File: src/rtl/fetch_pkg.sv
// Shared types and constants for the instruction-fetch front end.
package fetch_pkg;

  localparam logic [31:0] NOP_INST = 32'h0000_0013;

  typedef struct packed {
    logic [31:0] pc;
    logic [31:0] inst;
  } fetch_entry_t;

endpackage

File: src/rtl/fetch_fifo.sv
// Synchronous first-word-fall-through FIFO of fetched instructions with flush.
module fetch_fifo
  import fetch_pkg::*;
#(
  parameter  int DEPTH = 4,
  localparam int CW    = $clog2(DEPTH + 1),
  localparam int PW    = $clog2(DEPTH)
) (
  input  logic          clk,
  input  logic          rst_n,
  input  logic          flush,
  input  logic          push,
  input  fetch_entry_t  push_data,
  input  logic          pop,
  output fetch_entry_t  head,
  output logic [CW-1:0] count,
  output logic          empty
);

  fetch_entry_t  mem [DEPTH];
  logic [PW-1:0] wr_ptr;
  logic [PW-1:0] rd_ptr;

  function automatic logic [PW-1:0] ptr_inc(input logic [PW-1:0] p);
    return (p == PW'(DEPTH - 1)) ? '0 : p + 1'b1;
  endfunction

  // NOTE: storage has no reset; an entry is only ever read after count says it was written.
  always_ff @(posedge clk) begin
    if (push && !flush) mem[wr_ptr] <= push_data;
  end

  // NOTE: sequential state uses non-blocking assignments so every register samples pre-edge values.
  always_ff @(posedge clk or negedge rst_n) begin
    if (!rst_n) begin
      wr_ptr <= '0;
      rd_ptr <= '0;
      count  <= '0;
    end else if (flush) begin
      wr_ptr <= '0;
      rd_ptr <= '0;
      count  <= '0;
    end else begin
      if (push) wr_ptr <= ptr_inc(wr_ptr);
      if (pop)  rd_ptr <= ptr_inc(rd_ptr);
      case ({push, pop})
        2'b10:   count <= count + 1'b1;
        2'b01:   count <= count - 1'b1;
        default: ;
      endcase
    end
  end

  assign head  = mem[rd_ptr];
  assign empty = (count == '0);

endmodule

File: src/rtl/fetch_prefetch_queue.sv
// Fetch front end: sequential prefetch into a credit-limited queue, with
// redirect flush and discard of responses still in flight.
module fetch_prefetch_queue
  import fetch_pkg::*;
#(
  parameter logic [31:0] RESET_PC = 32'h0000_0000,
  parameter int          DEPTH    = 4
) (
  input  logic        clk,
  input  logic        rst_n,
  output logic        imem_req,
  output logic [31:0] imem_addr,
  input  logic        imem_rdy,
  input  logic        imem_rvalid,
  input  logic [31:0] imem_rdata,
  input  logic        redirect,
  input  logic [31:0] redirect_pc,
  output logic        de_valid,
  input  logic        de_ready,
  output logic [31:0] de_inst,
  output logic [31:0] de_pc,
  output logic [31:0] de_pcinc
);

  localparam int CW = $clog2(DEPTH + 1);
  typedef logic [CW-1:0] cnt_t;
  typedef logic [CW:0]   sum_t;

  logic [31:0]  fetch_pc;
  logic [31:0]  resp_pc;
  logic [31:0]  target_pc;
  cnt_t         outstanding;
  cnt_t         drop;
  cnt_t         count;
  sum_t         credit_used;
  logic         fetch_en;
  logic         xfer;
  logic         push;
  logic         pop;
  logic         empty;
  fetch_entry_t head;
  fetch_entry_t push_data;

  // fetch_en keeps imem_req low while in reset and releases it one edge later.
  assign credit_used = {1'b0, count} + {1'b0, outstanding};
  assign imem_req    = fetch_en && !redirect && (credit_used < sum_t'(DEPTH));
  assign imem_addr   = fetch_pc;
  assign xfer        = imem_req && imem_rdy;
  assign target_pc   = redirect_pc & ~32'h3;

  assign push      = imem_rvalid && !redirect && (drop == '0);
  assign pop       = de_valid && de_ready && !redirect;
  assign push_data = '{pc: resp_pc, inst: imem_rdata};
  assign de_valid  = !empty;

  fetch_fifo #(.DEPTH(DEPTH)) u_fifo (
    .clk       (clk),
    .rst_n     (rst_n),
    .flush     (redirect),
    .push      (push),
    .push_data (push_data),
    .pop       (pop),
    .head      (head),
    .count     (count),
    .empty     (empty)
  );

  // NOTE: defaults first so every path assigns every output and no latch is inferred.
  always_comb begin
    de_inst  = NOP_INST;
    de_pc    = '0;
    de_pcinc = '0;
    if (de_valid) begin
      de_inst  = head.inst;
      de_pc    = head.pc;
      de_pcinc = head.pc + 32'd4;
    end
  end

  always_ff @(posedge clk or negedge rst_n) begin
    if (!rst_n) begin
      fetch_en    <= 1'b0;
      fetch_pc    <= RESET_PC;
      resp_pc     <= RESET_PC;
      outstanding <= '0;
      drop        <= '0;
    end else begin
      fetch_en <= 1'b1;
      if (redirect) begin
        // Everything still in flight after this cycle belongs to the old path.
        fetch_pc    <= target_pc;
        resp_pc     <= target_pc;
        outstanding <= outstanding - cnt_t'(imem_rvalid);
        drop        <= outstanding - cnt_t'(imem_rvalid);
      end else begin
        if (xfer) fetch_pc <= fetch_pc + 32'd4;
        if (push) resp_pc  <= resp_pc + 32'd4;
        if (imem_rvalid && (drop != '0)) drop <= drop - 1'b1;
        outstanding <= outstanding + cnt_t'(xfer) - cnt_t'(imem_rvalid);
      end
    end
  end

  assert property (@(posedge clk) disable iff (!rst_n) imem_rvalid |-> (outstanding != '0));
  assert property (@(posedge clk) disable iff (!rst_n) drop <= outstanding);
  assert property (@(posedge clk) disable iff (!rst_n) credit_used <= sum_t'(DEPTH));

endmodule

File: config.mk
export PLATFORM = sky130hd
export DESIGN_NAME = fetch_prefetch_queue
export DESIGN_NICKNAME = d
export VERILOG_FILES = /design/src/rtl/fetch_pkg.sv /design/src/rtl/fetch_fifo.sv /design/src/rtl/fetch_prefetch_queue.sv
export SDC_FILE = /design/constraint.sdc
export NUM_CORES = 1
export LEC_CHECK = 0
export CAP_MARGIN = 20
export CORE_ASPECT_RATIO = 2
export CORE_MARGIN = 2
export CORE_UTILIZATION = 35
export CTS_CLUSTER_DIAMETER = 30
export CTS_CLUSTER_SIZE = 16
export DETAILED_ROUTE_END_ITERATION = 10
export MAX_ROUTING_LAYER = met4
export SYNTH_ARGS = -nofsm -noshare
export SYNTH_HDL_FRONTEND = slang
export SYNTH_SLANG_ARGS = --single-unit
File: constraint.sdc
create_clock -name clk -period 4.35 [get_ports clk]
set_input_delay 0.87 -clock clk [delete_from_list [all_inputs] [get_ports clk]]
set_output_delay 0.87 -clock clk [all_outputs]
set_load 0.1 [all_outputs]
==> flow_summary_export.csv <==
group,metric,value,unit
run_status,outcome,"completed",
worst_setup_path,r2r-start,"u_fifo.count[2]",
worst_hold_path,hp-class,"in -> async",
worst_setup_path,path_cells,"buf_6, mux4_2, nand4_1, nor4_4, buf_4, nand4_1, mux2_2, buf_12",
timing,setup_viol,0,
synth,netlist_area,14460,um^2
drt,wl_per_cell,20.17,um
worst_setup_path,cp_slowest_cell,"dfrtp_4",
drt,detail-route-antenna-nets,0,
drt,drtIter0Drc,396,
clock_network,cts.sinks,322,
power,p_leak,0.006577,uW
worst_setup_path,cp_common_cell,"nand4_1",
worst_setup_path,r2r_slack,1.44,ns
clock_network,clock_latency,0.55,ns
synth,synth-warning-count,0,
drt,dr.pass1.iters,4,
synth,yosysMostFrequentCell,"edfxtp_1",
worst_setup_path,path_class,"reg -> out",
timing,setup_slack,0.2368,ns
drt,drc,0,
cells_and_area,drive_above_1_share,25.20,%
timing,relSlewSlack,30.84,%
clock_network,clockBufferDepth,3,
timing,fin_crit,4.113,ns
floorplan,core,40860,um^2
synth,ys_seq_elements,322,
timing,rsz0062_at_grt,"no",
placement,portBuffers,191,
synth,synth-main-ff-cell,"edfxtp_1",
cells_and_area,layout.nets,1284,
floorplan,dieArea,43060,um^2
worst_setup_path,cp_max_fo,24,
timing,holdWs,0.3733,ns
synth,synth_area_leaders,"edfxtp_1 (51%), dfrtp_1 (13%), mux4_2 (9.5%)",
timing,fmax,243.1,MHz
timing,tightestPinTransition,1.034,ns
clock_network,tritoncts,"built",
worst_setup_path,crit_path_start_kind,"flip-flop",
worst_setup_path,critical_path.max_stage_delay,0.55,ns
drt,vias,9019,
global_routing,antenna_found_initial,1,
synth,yosys.area.top_type,"edfxtp_1",
synth,synth_top_area_share,51.49,%
clock_network,cts-htree-levels,2,
synth,syn_inst,979,
worst_setup_path,crit_required,3.48,ns
synth,synth-edff-count,248,
placement,dp_slack,0.6016,ns
timing,drv_slew,0,
synth,ys_seq_area_share,64.30,%
worst_setup_path,endpoint_kind,"output port",
clock_network,root_buffer,"clkbuf_16",
synth,synthTopCellsByCount,"edfxtp_1 (248), dfrtp_1 (74), and2_1 (62), mux4_2 (61), nand2_1 (60)",
global_routing,grt_pass1_wl,54.97,mm
timing,hold_viol,0,
global_routing,track_usage,17.20,%
job,maxCapViolations,0,
clock_network,path_clk_slew,0.06,ns
clock_network,cts_buffers,43,
worst_setup_path,ff2ff_path_depth,11,
floorplan,die_h,291.5,um
global_routing,grt_pass1_vias,9448,
worst_setup_path,rr_endpoint,"outstanding[2]",
cells_and_area,final_cells,1762,
worst_setup_path,critPathArrivalTime,3.24,ns
drt,wl,35.54,mm
power,powerDensity,761.9,nW/um^2
placement,hpwl,25.03,mm
drt,vias_per_cell,5.119,
timing,finalCritPeriodShare,94.56,%
worst_setup_path,crit_start,"u_fifo.rd_ptr[0]",
placement,gp_congestion,0.8060,
floorplan,dieWidth,147.7,um
synth,yosysUniqueCellTypes,57,
synth,synthArstFlopShare,22.98,%
global_routing,grt_max_degree,60,
timing,fin_setup_tns,0,ns
clock_network,cts_hold_buffers,0,
floorplan,num_rows,105,
power,ir_drop,382.8,uV
floorplan,initial_core_util,35.40,%
cells_and_area,area_delta_synth_final,28.37,%
global_routing,gr-total-overflow,0,
placement,dpl.cell_count,1686,
synth,syn_avg_cell_area,14.77,um^2
timing,fin_worst_skew,0.01952,ns
worst_setup_path,crit_end,"de_pcinc[26]",
floorplan,io_pins,200,
[critical path: cells and delay by family (launching register included)]
kind | cells | cell delay, ns
flip-flops | 1 | 0.55
AND/OR/NAND/NOR | 3 | 0.74
multiplexers | 2 | 0.76
buffers and inverters | 3 | 0.63
[layout make-up]
cell class              instances  area (um^2)
fillers                      3655        22290
flip-flops and latches        322         9304
multi-input cells             585         4841
repair buffers                219         2221
clock buffers                  48         1116
well taps                     535        669.4
clock inverters                27        315.3
inverters                      25        96.34
diodes                          1        2.502
[worst min-delay path by stage]
stage	startpoint	slack [ns]	endpoint
floorplan	outstanding[2]	0.49	outstanding[2]
global placement	outstanding[2]	0.52	outstanding[2]
detailed placement	outstanding[2]	0.52	outstanding[2]
CTS	rst_n	0.40	imem_addr[29]
global route	rst_n	0.44	imem_addr[29]
finish	rst_n	0.37	resp_pc[25]
[flip-flops by register name (all words and copies together), names as in the netlist]
register / cells
drop: 3
fetch_en: 1
imem_addr: 30
outstanding: 3
resp_pc: 30
u_fifo.count: 3
u_fifo.mem: 248
u_fifo.rd_ptr: 2
u_fifo.wr_ptr: 2
[cell families after synthesis]
group / Yosys count / share of synthesized area, %
AND/OR/NAND/NOR: 335 / 12.64
flip-flops: 322 / 64.30
multiplexers: 97 / 12.28
AO/OA/AOI/OAI: 78 / 3.478
buffers and inverters: 77 / 2.569
XOR/XNOR: 50 / 3.028
adder cells (fa/ha/maj): 18 / 1.661
other: 2 / 0.05193
[through the flow]
stage	utilization (%)	cell area [um^2]	power (uW)
2_1_floorplan	-	14490	8959
3_3_place_gp	41.92	17130	10770
3_5_place_dp	41.92	17130	10810
4_1_cts	45.42	18560	14320
5_1_grt	45.44	18570	14690
6_report	45.44	18570	14150
[layer usage]
layer | global-route usage (%) | up-vias | share of wire, %
met5 | - | - | 0
met4 | 6.778 | 0 | 3.6
met3 | 2.759 | 58 | 4.8
met2 | 31.62 | 230 | 55
met1 | 18.19 | 4562 | 37
li1 | - | 4169 | -
[power breakdown]
part | total (uW) | switching [uW] | internal (uW)
registers | 3700 | 184 | 3510
logic | 6970 | 5160 | 1810
clock network | 3480 | 1400 | 2080
[cell usage in the layout, fill, tap and decap left out, types with 16 or more instances in the layout]
cell type,n
xnor2_1,27
dfrtp_1,72
and3_1,19
nor2_1,58
inv_1,22
buf_4,95
nor3_1,20
xor2_1,23
nand2_1,60
and2_1,62
clkdlybuf4s50_1,95
buf_12,27
o21ai_0,26
nand3_1,36
mux2_2,32
clkbuf_16,44
mux4_2,61
edfxtp_1,248
nand4_1,31
ha_1,16
[what timing repair did]
item	in CTS	in global routing
setup buffers	0	0
setup endpoints to repair	0	14
gates resized for setup	0	1
No activity file was read; power rests on OpenSTA's default activity.
